--- config.mk ---
export PLATFORM = sky130hd
export DESIGN_NAME = y86_pipe_ctrl
export DESIGN_NICKNAME = d
export VERILOG_FILES = /design/src/rtl/y86_pipe_ctrl.sv
export SDC_FILE = /design/constraint.sdc
export NUM_CORES = 1
export LEC_CHECK = 0
export BUFFER_PORTS_ARGS = -buffer_cell sky130_fd_sc_hd__buf_2
export CORE_MARGIN = 3
export CORE_UTILIZATION = 44
export DETAILED_ROUTE_END_ITERATION = 8
export GPL_TIMING_DRIVEN = 1
export PLACE_DENSITY = 0.84
export SLEW_MARGIN = 20
export SYNTH_ARGS = -nofsm -noshare
export SYNTH_HDL_FRONTEND = slang
export SYNTH_SLANG_ARGS = --single-unit
--- constraint.sdc ---
create_clock -name clk -period 5.3 [get_ports clk]
set_input_delay 0.265 -clock clk [delete_from_list [all_inputs] [get_ports clk]]
set_output_delay 0.265 -clock clk [all_outputs]
set_load 0.005 [all_outputs]
--- src/rtl/y86_pipe_ctrl.sv ---
// Y-86 5-stage pipeline control: stall/bubble generation, CC gating, FLUSH/RUN/DRAIN/HALTED run-state FSM.
// Outputs are combinational from state + current inputs; optional perf counters under PIPE_PERF_CNT_EN.
module y86_pipe_ctrl #(
    parameter int FLUSH_CYCLES = 2,
    parameter int CNT_W        = 32
) (
    input  logic       clk,
    input  logic       reset,
    input  logic [3:0] D_icode,
    input  logic [3:0] d_srcA,
    input  logic [3:0] d_srcB,
    input  logic [3:0] E_icode,
    input  logic [3:0] E_dstM,
    input  logic       e_cnd,
    input  logic [3:0] M_icode,
    input  logic [3:0] m_stat,
    input  logic [3:0] W_stat,
    input  logic [3:0] W_icode,
    output logic       F_stall,
    output logic       D_stall,
    output logic       D_bubble,
    output logic       E_bubble,
    output logic       M_bubble,
    output logic       W_stall,
    output logic       W_bubble,
    output logic       set_cc,
    output logic [1:0] state,
    output logic       halted,
    output logic [3:0] final_stat
`ifdef PIPE_PERF_CNT_EN
    ,
    output logic [CNT_W-1:0] cycle_cnt,
    output logic [CNT_W-1:0] retired_cnt,
    output logic [CNT_W-1:0] stall_cnt
`endif
);

    localparam logic [3:0] I_NOP    = 4'h1;
    localparam logic [3:0] I_MRMOVQ = 4'h5;
    localparam logic [3:0] I_OPQ    = 4'h6;
    localparam logic [3:0] I_JXX    = 4'h7;
    localparam logic [3:0] I_RET    = 4'h9;
    localparam logic [3:0] I_POPQ   = 4'hB;
    localparam logic [3:0] R_NONE   = 4'hF;
    localparam logic [3:0] S_AOK    = 4'h1;
    localparam logic [3:0] FLUSH_LAST = 4'(FLUSH_CYCLES - 1);

    typedef enum logic [1:0] {
        ST_FLUSH  = 2'd0,
        ST_RUN    = 2'd1,
        ST_DRAIN  = 2'd2,
        ST_HALTED = 2'd3
    } run_state_t;

    run_state_t state_q, state_d;
    logic [3:0] flush_cnt;
    logic       lu, rt, mp;
    logic       m_exc, w_exc;

    assign lu = ((E_icode == I_MRMOVQ) || (E_icode == I_POPQ)) && (E_dstM != R_NONE) &&
                ((E_dstM == d_srcA) || (E_dstM == d_srcB));
    assign rt = (D_icode == I_RET) || (E_icode == I_RET) || (M_icode == I_RET);
    assign mp = (E_icode == I_JXX) && !e_cnd;
    assign m_exc = (m_stat != S_AOK);
    assign w_exc = (W_stat != S_AOK);

    always_ff @(posedge clk or posedge reset) begin
        if (reset) state_q <= ST_FLUSH;
        else       state_q <= state_d;
    end

    always_comb begin
        state_d = state_q;
        case (state_q)
            ST_FLUSH:  if (flush_cnt == FLUSH_LAST) state_d = ST_RUN;
            // A faulting instruction already in writeback beats one still in memory
            ST_RUN:    if (w_exc) state_d = ST_HALTED;
                       else if (m_exc) state_d = ST_DRAIN;
            ST_DRAIN:  if (w_exc) state_d = ST_HALTED;
            default:   state_d = ST_HALTED;
        endcase
    end

    always_comb begin
        F_stall  = 1'b0;
        D_stall  = 1'b0;
        D_bubble = 1'b0;
        E_bubble = 1'b0;
        M_bubble = 1'b0;
        W_stall  = 1'b0;
        W_bubble = 1'b0;
        set_cc   = 1'b0;
        case (state_q)
            ST_FLUSH: begin
                F_stall  = 1'b1;
                D_bubble = 1'b1;
                E_bubble = 1'b1;
                M_bubble = 1'b1;
                W_bubble = 1'b1;
            end
            ST_RUN, ST_DRAIN: begin
                F_stall  = lu | rt;
                D_stall  = lu;
                D_bubble = mp | (~lu & rt);
                E_bubble = mp | lu;
                M_bubble = (state_q == ST_DRAIN);
                set_cc   = (state_q == ST_RUN) && (E_icode == I_OPQ) && !m_exc && !w_exc;
            end
            default: begin
                F_stall  = 1'b1;
                D_stall  = 1'b1;
                E_bubble = 1'b1;
                M_bubble = 1'b1;
                W_stall  = 1'b1;
            end
        endcase
    end

    assign state  = state_q;
    assign halted = (state_q == ST_HALTED);

    always_ff @(posedge clk or posedge reset) begin
        if (reset) begin
            flush_cnt  <= 4'd0;
            final_stat <= S_AOK;
        end else begin
            flush_cnt <= (state_q == ST_FLUSH) ? flush_cnt + 4'd1 : 4'd0;
            if (state_q != ST_HALTED && state_d == ST_HALTED)
                final_stat <= W_stat;
        end
    end

`ifdef PIPE_PERF_CNT_EN
    logic active;
    assign active = (state_q == ST_RUN) || (state_q == ST_DRAIN);

    always_ff @(posedge clk or posedge reset) begin
        if (reset) begin
            cycle_cnt   <= '0;
            retired_cnt <= '0;
            stall_cnt   <= '0;
        end else begin
            if (active) cycle_cnt <= cycle_cnt + 1'b1;
            if (active && F_stall) stall_cnt <= stall_cnt + 1'b1;
            if ((W_icode != I_NOP) && !w_exc && (state_q != ST_HALTED))
                retired_cnt <= retired_cnt + 1'b1;
        end
    end
`else
    logic unused_w_icode;
    assign unused_w_icode = ^W_icode;
`endif

endmodule

* After elaboration in Yosys (flattened, before gate mapping)
Index checks and enable logic that the tools add are counted.
Operators by class: add/sub/neg operators 1, equal/unequal tests 18, multiplexer cells 14, bitwise gates (word level) 5, reductions and logical operators 17
Operators by type and width (number):
- 4-bit == test, second input constant | 4
- 4-bit by 3-bit == test with 1-bit output, second input constant | 3
- 4-bit == test | 2
- 2-bit 2-to-1 mux | 4
- 4-bit by 1-bit != test with 1-bit output, second input constant | 2
- 1-bit logical AND | 7
- 2-bit == test, second input constant | 3
- 1-bit 2-to-1 mux | 6
- 2-bit case mux with 3 select lines | 1
- 4-bit by 1-bit adder with 4-bit output, second input constant | 1
- 4-bit by 1-bit == test with 1-bit output, second input constant | 1
- 1-bit logical OR | 4
- 4-bit 2-to-1 mux | 1
- 4-bit != test, second input constant | 1
- 1-bit case mux with 2 select lines | 2
- 1-bit zero test | 3
- 1-bit bitwise OR | 3
- 3-bit OR reduction | 1
- 2-bit by 1-bit == test with 1-bit output, second input constant | 1
- 2-bit zero test | 1
- 2-bit != test, second input constant | 1
- 2-bit OR reduction | 1
- 1-bit AND | 1
- 1-bit NOT | 1
Storage, ports and cells: register bits 10, bits of input ports 39, output and inout port bits 15

* Logic depth before layout (Yosys ltp)
word-level depth 8, gate-level depth with buffers 7

* Worst setup path after synthesis
OpenSTA, ideal clock, no wires.
path kind register to register, from register state_q[1] (netlist: state[1]), to register final_stat[1], library setup time 0.125 ns, arrival time 1.608 ns, required time 5.175 ns, path slack 3.567 ns, stages on the path, launching flop included 8, path buffers 0, period minus slack after synthesis 1.733 ns, cell sequence dfrtp_1 inv_1 ha_1 a211oi_1 o21ai_0 a21o_1 nand3b_4 mux2_4
On the way: longest elaborated chain between the ends 5, elaborated cells on any way between the ends 11, those cells by class eq/ne (4); mux (5); reduce/logical (2)
RTL lines:
- start, declared | line 55 | run_state_t state_q, state_d;
- start signal, assigned | line 69 | else state_q <= state_d;
- 2-bit 2-to-1 mux | line 78 | else if (m_exc) state_d = ST_DRAIN;
- 2-bit 2-to-1 mux | line 77 | ST_RUN: if (w_exc) state_d = ST_HALTED;
- 2-bit case mux with 3 select lines (*) | line 74 | case (state_q)
- via state_d[1] | line 55
- 2-bit == test (*) | line 128 | if (state_q != ST_HALTED && state_d == ST_HALTED)
- 1-bit logical AND (*) | line 128
- end signal, assigned | line 129 | final_stat <= W_stat;
- end, declared | line 29 | output logic [3:0] final_stat
Mark *: on every way through the listed nets, which the timed path passes. The rest lies on a longest branch. A chain may end at the register's enable or synchronous reset.

* Worst setup path in the final report
from register state_q[0] (netlist: state[0]), to output port D_bubble
On the way: longest elaborated chain between the ends 3, elaborated cells on any way between the ends 5, those cells by class eq/ne (2); mux (1); reduce/logical (2)
RTL lines:
- 2-bit == test or 2-bit by 1-bit == test with 1-bit output (tied branches) | line 93 | case (state_q)
- 2-bit OR reduction
- 1-bit case mux with 2 select lines (*) | line 93
- end, declared | line 21 | output logic D_bubble,
Mark *: on every way between the ends. The rest lies on a longest branch, timed or not.

==> impl_metrics.py <==
metrics = {
    "outcome": {
        "status": "finished clean",
    },
    "worst_setup_path": {
        "worstPathMaxFanout": 10,
        "max_stage_delay_ps": 490,
        "crit_buf_inv": 2,
        "critical_path.top_delay_family": "flip-flops",
        "startpoint_type": "register",
        "endpoint_kind": "primary output",
        "rr_endpoint": "final_stat[3]",
        "crit_slowest_cell": "dfrtp_1",
        "criticalPathCategory": "register to primary output",
        "crit_required_ps": 5040,
        "timing.rr.start": "state[1]",
        "rr_worst_depth": 7,
        "r2r_setup_slack_ps": 3360,
        "crit_chain": "inv_1 -> ha_1 -> nor2b_1 -> o21ai_0 -> o211a_1 -> buf_2",
        "cp.arrival_ps": 1690,
    },
    "final_layout": {
        "layout_commonest_cell": "buf_2",
        "drive_gt1_share_pct": 46.6,
        "final_nets": 181,
        "syn_to_final_growth_pct": 38.0,
        "final_cells": 158,
        "mostFrequentLayoutCells": "buf_2 (49), xnor2_1 (9), dfrtp_1 (9), ha_1 (8), inv_1 (7)",
        "fillers": 151,
        "finish.utilization_pct": 65.6,
        "n_antenna_cell": 0,
    },
    "synthesis": {
        "synth_top_area_share_pct": 27.1,
        "ys.warnings.count": 0,
        "avgSynthCellArea_sq_um": 10.4,
        "syn_inst": 80,
        "synth_ff_type": "dfrtp_1",
        "ys_types": 33,
        "yosys_register_bits": 10,
        "seq_area_frac_synth_pct": 30.3,
        "synth_area_leaders": "dfrtp_1 (27%), ha_1 (12%), xnor2_1 (9.5%), mux2_4 (7.2%), nor4bb_1 (3.6%)",
        "synth-edff-count": 0,
        "synth_area_leader_cell": "dfrtp_1",
        "synth_nets": 127,
        "syn_area_sq_um": 830,
        "synthArstFlopShare_pct": 100,
    },
    "run": {
        "max-cap-violations": 0,
    },
    "clock_network": {
        "clk_latency_ps": 270,
        "root_buffer": "clkbuf_4",
        "postCtsHoldBufs": 1,
        "cts.sinks": 10,
        "ctsResizeCount": 0,
        "htreeDepth": 1,
        "clk_path_buf_depth": 2,
        "clkTransAtPathRegs_ps": 70,
        "cts_buffers": 3,
        "cts_tree": "yes",
        "cts_setup_buffers": 0,
    },
    "detailed_routing": {
        "routedWlPerCell_um": 13.3,
        "wirelength_um": 2100,
        "drtIter0Drc": 7,
        "ant_nets": 0,
        "drc": 0,
        "viasPerCell": 4.99,
        "first_pass_iters": 4,
        "num_vias": 789,
    },
    "timing": {
        "fin_ws_ps": 3350,
        "slew_violations": 0,
        "max_freq_ghz": 0.513,
        "post-route-min-period_ps": 1950,
        "hold_viol": 0,
        "final.setup.tns_ps": 0,
        "worstMarginPinSlew_ps": 382,
        "rsz0062_at_grt": "no",
        "setup_viol_count_final": 0,
        "skew_ps": 6.20,
        "max-slew-margin-rel_pct": 74.5,
        "finalCritPeriodShare_pct": 36.8,
    },
    "floorplanning": {
        "core_sq_mm": 0.00175,
        "dieHeight_um": 49.4,
        "rows": 15,
        "initial_core_util_pct": 47.5,
        "dieArea_sq_mm": 0.00244,
        "ioPinCount": 54,
        "die_width_um": 49.4,
    },
    "placed_design": {
        "post-place-ws_ps": 3380,
        "hpwlAfterDp_um": 1740,
        "io_buffer_count": 49,
        "gp_congestion": 0.722,
        "dp.cells": 153,
    },
    "hold_path": {
        "worstHoldPathCells": 2,
        "hold_class": "primary input to register",
        "min_from": "W_stat[2]",
        "min_to": "final_stat[2]",
    },
    "grt": {
        "grt_pass1_vias": 784,
        "track_usage_pct": 17.7,
        "grt_max_degree": 11,
        "grt_overflow": 0,
        "antenna_found_initial": 0,
        "grt_first_pass_wirelength_um": 3270,
    },
    "power_and_ir_drop": {
        "p_leak_nw": 0.604,
        "peakVddDrop_mv": 0.320,
        "finalPower_w": 0.000464,
        "power_density_mw_per_mm2": 406,
    },
}
-- where the power goes --
| part | total, W | switching, W | internal, W |
|---|---|---|---|
| Sequential | 0.000129 | 0.0000248 | 0.000104 |
| Combinational | 0.000264 | 0.000124 | 0.000140 |
| Clock | 0.0000712 | 0.0000294 | 0.0000418 |
| Total | 0.000464 | 0.000178 | 0.000286 |
-- synthesized netlist by cell type (2+ instances only) --
cell type and number:
nand2_1 4, and2_1 2, nor2b_1 3, xnor2_1 9
ha_1 8, mux2_4 4, nor3b_1 2, a21oi_1 2
o21ai_0 3, nor4bb_1 3, dfrtp_1 9, nand4_1 3
nor3_1 2, inv_1 7
-- worst max path at each step --
stage,to,slack [ps],start,depth (start not counted)
after floorplan,final_stat[1],3570,state[1],7
after global placement,final_stat[1],3400,W_stat[2],6
after detailed placement,final_stat[3],3380,W_stat[2],6
after CTS,D_bubble,3330,state[0],6
after global routing,final_stat[1],3190,state[1],7
final,D_bubble,3350,state[0],6
-- metrics by stage --
step	hold WS [ps]	instance area [sq um]
after global routing	219	1140
final	228	1140
after detailed placement	250	1100
after CTS	222	1140
after global placement	250	1100
after floorplan	104	830
-- final cells by class --
cell class	instances	area, sq um	share of cell area, %
Inverter	7	26.3	2.30
Clock buffer	4	36.3	3.17
Multi-Input combinational cell	62	544	47.5
Sequential cell	10	251	22.0
Timing Repair Buffer	50	255	22.3
Tap cell	25	31.3	2.73
-- layer usage --
layer / part of all wire (%) / global-route usage, % / vias up
met5: 0 / 0 / -
met4: 1.9 / 6.45 / 0
met3: 7.0 / 7.34 / 6
met2: 53 / 31.9 / 33
met1: 38 / 18.1 / 360
li1: - / - / 390
-- flip-flops by register name, indices dropped and copies added, names as in the netlist --
register    flops
flush_cnt       4
final_stat      4
state           2
-- kinds of logic after synthesis --
kind of cell,synth area share [%]
compound gates,9.20
xor+xnor,10.6
fa+ha+maj,12.1
buf+inv,4.07
flops,30.3
mux,7.24
simple gates,26.5
No activity file was read; power rests on OpenSTA's default activity.
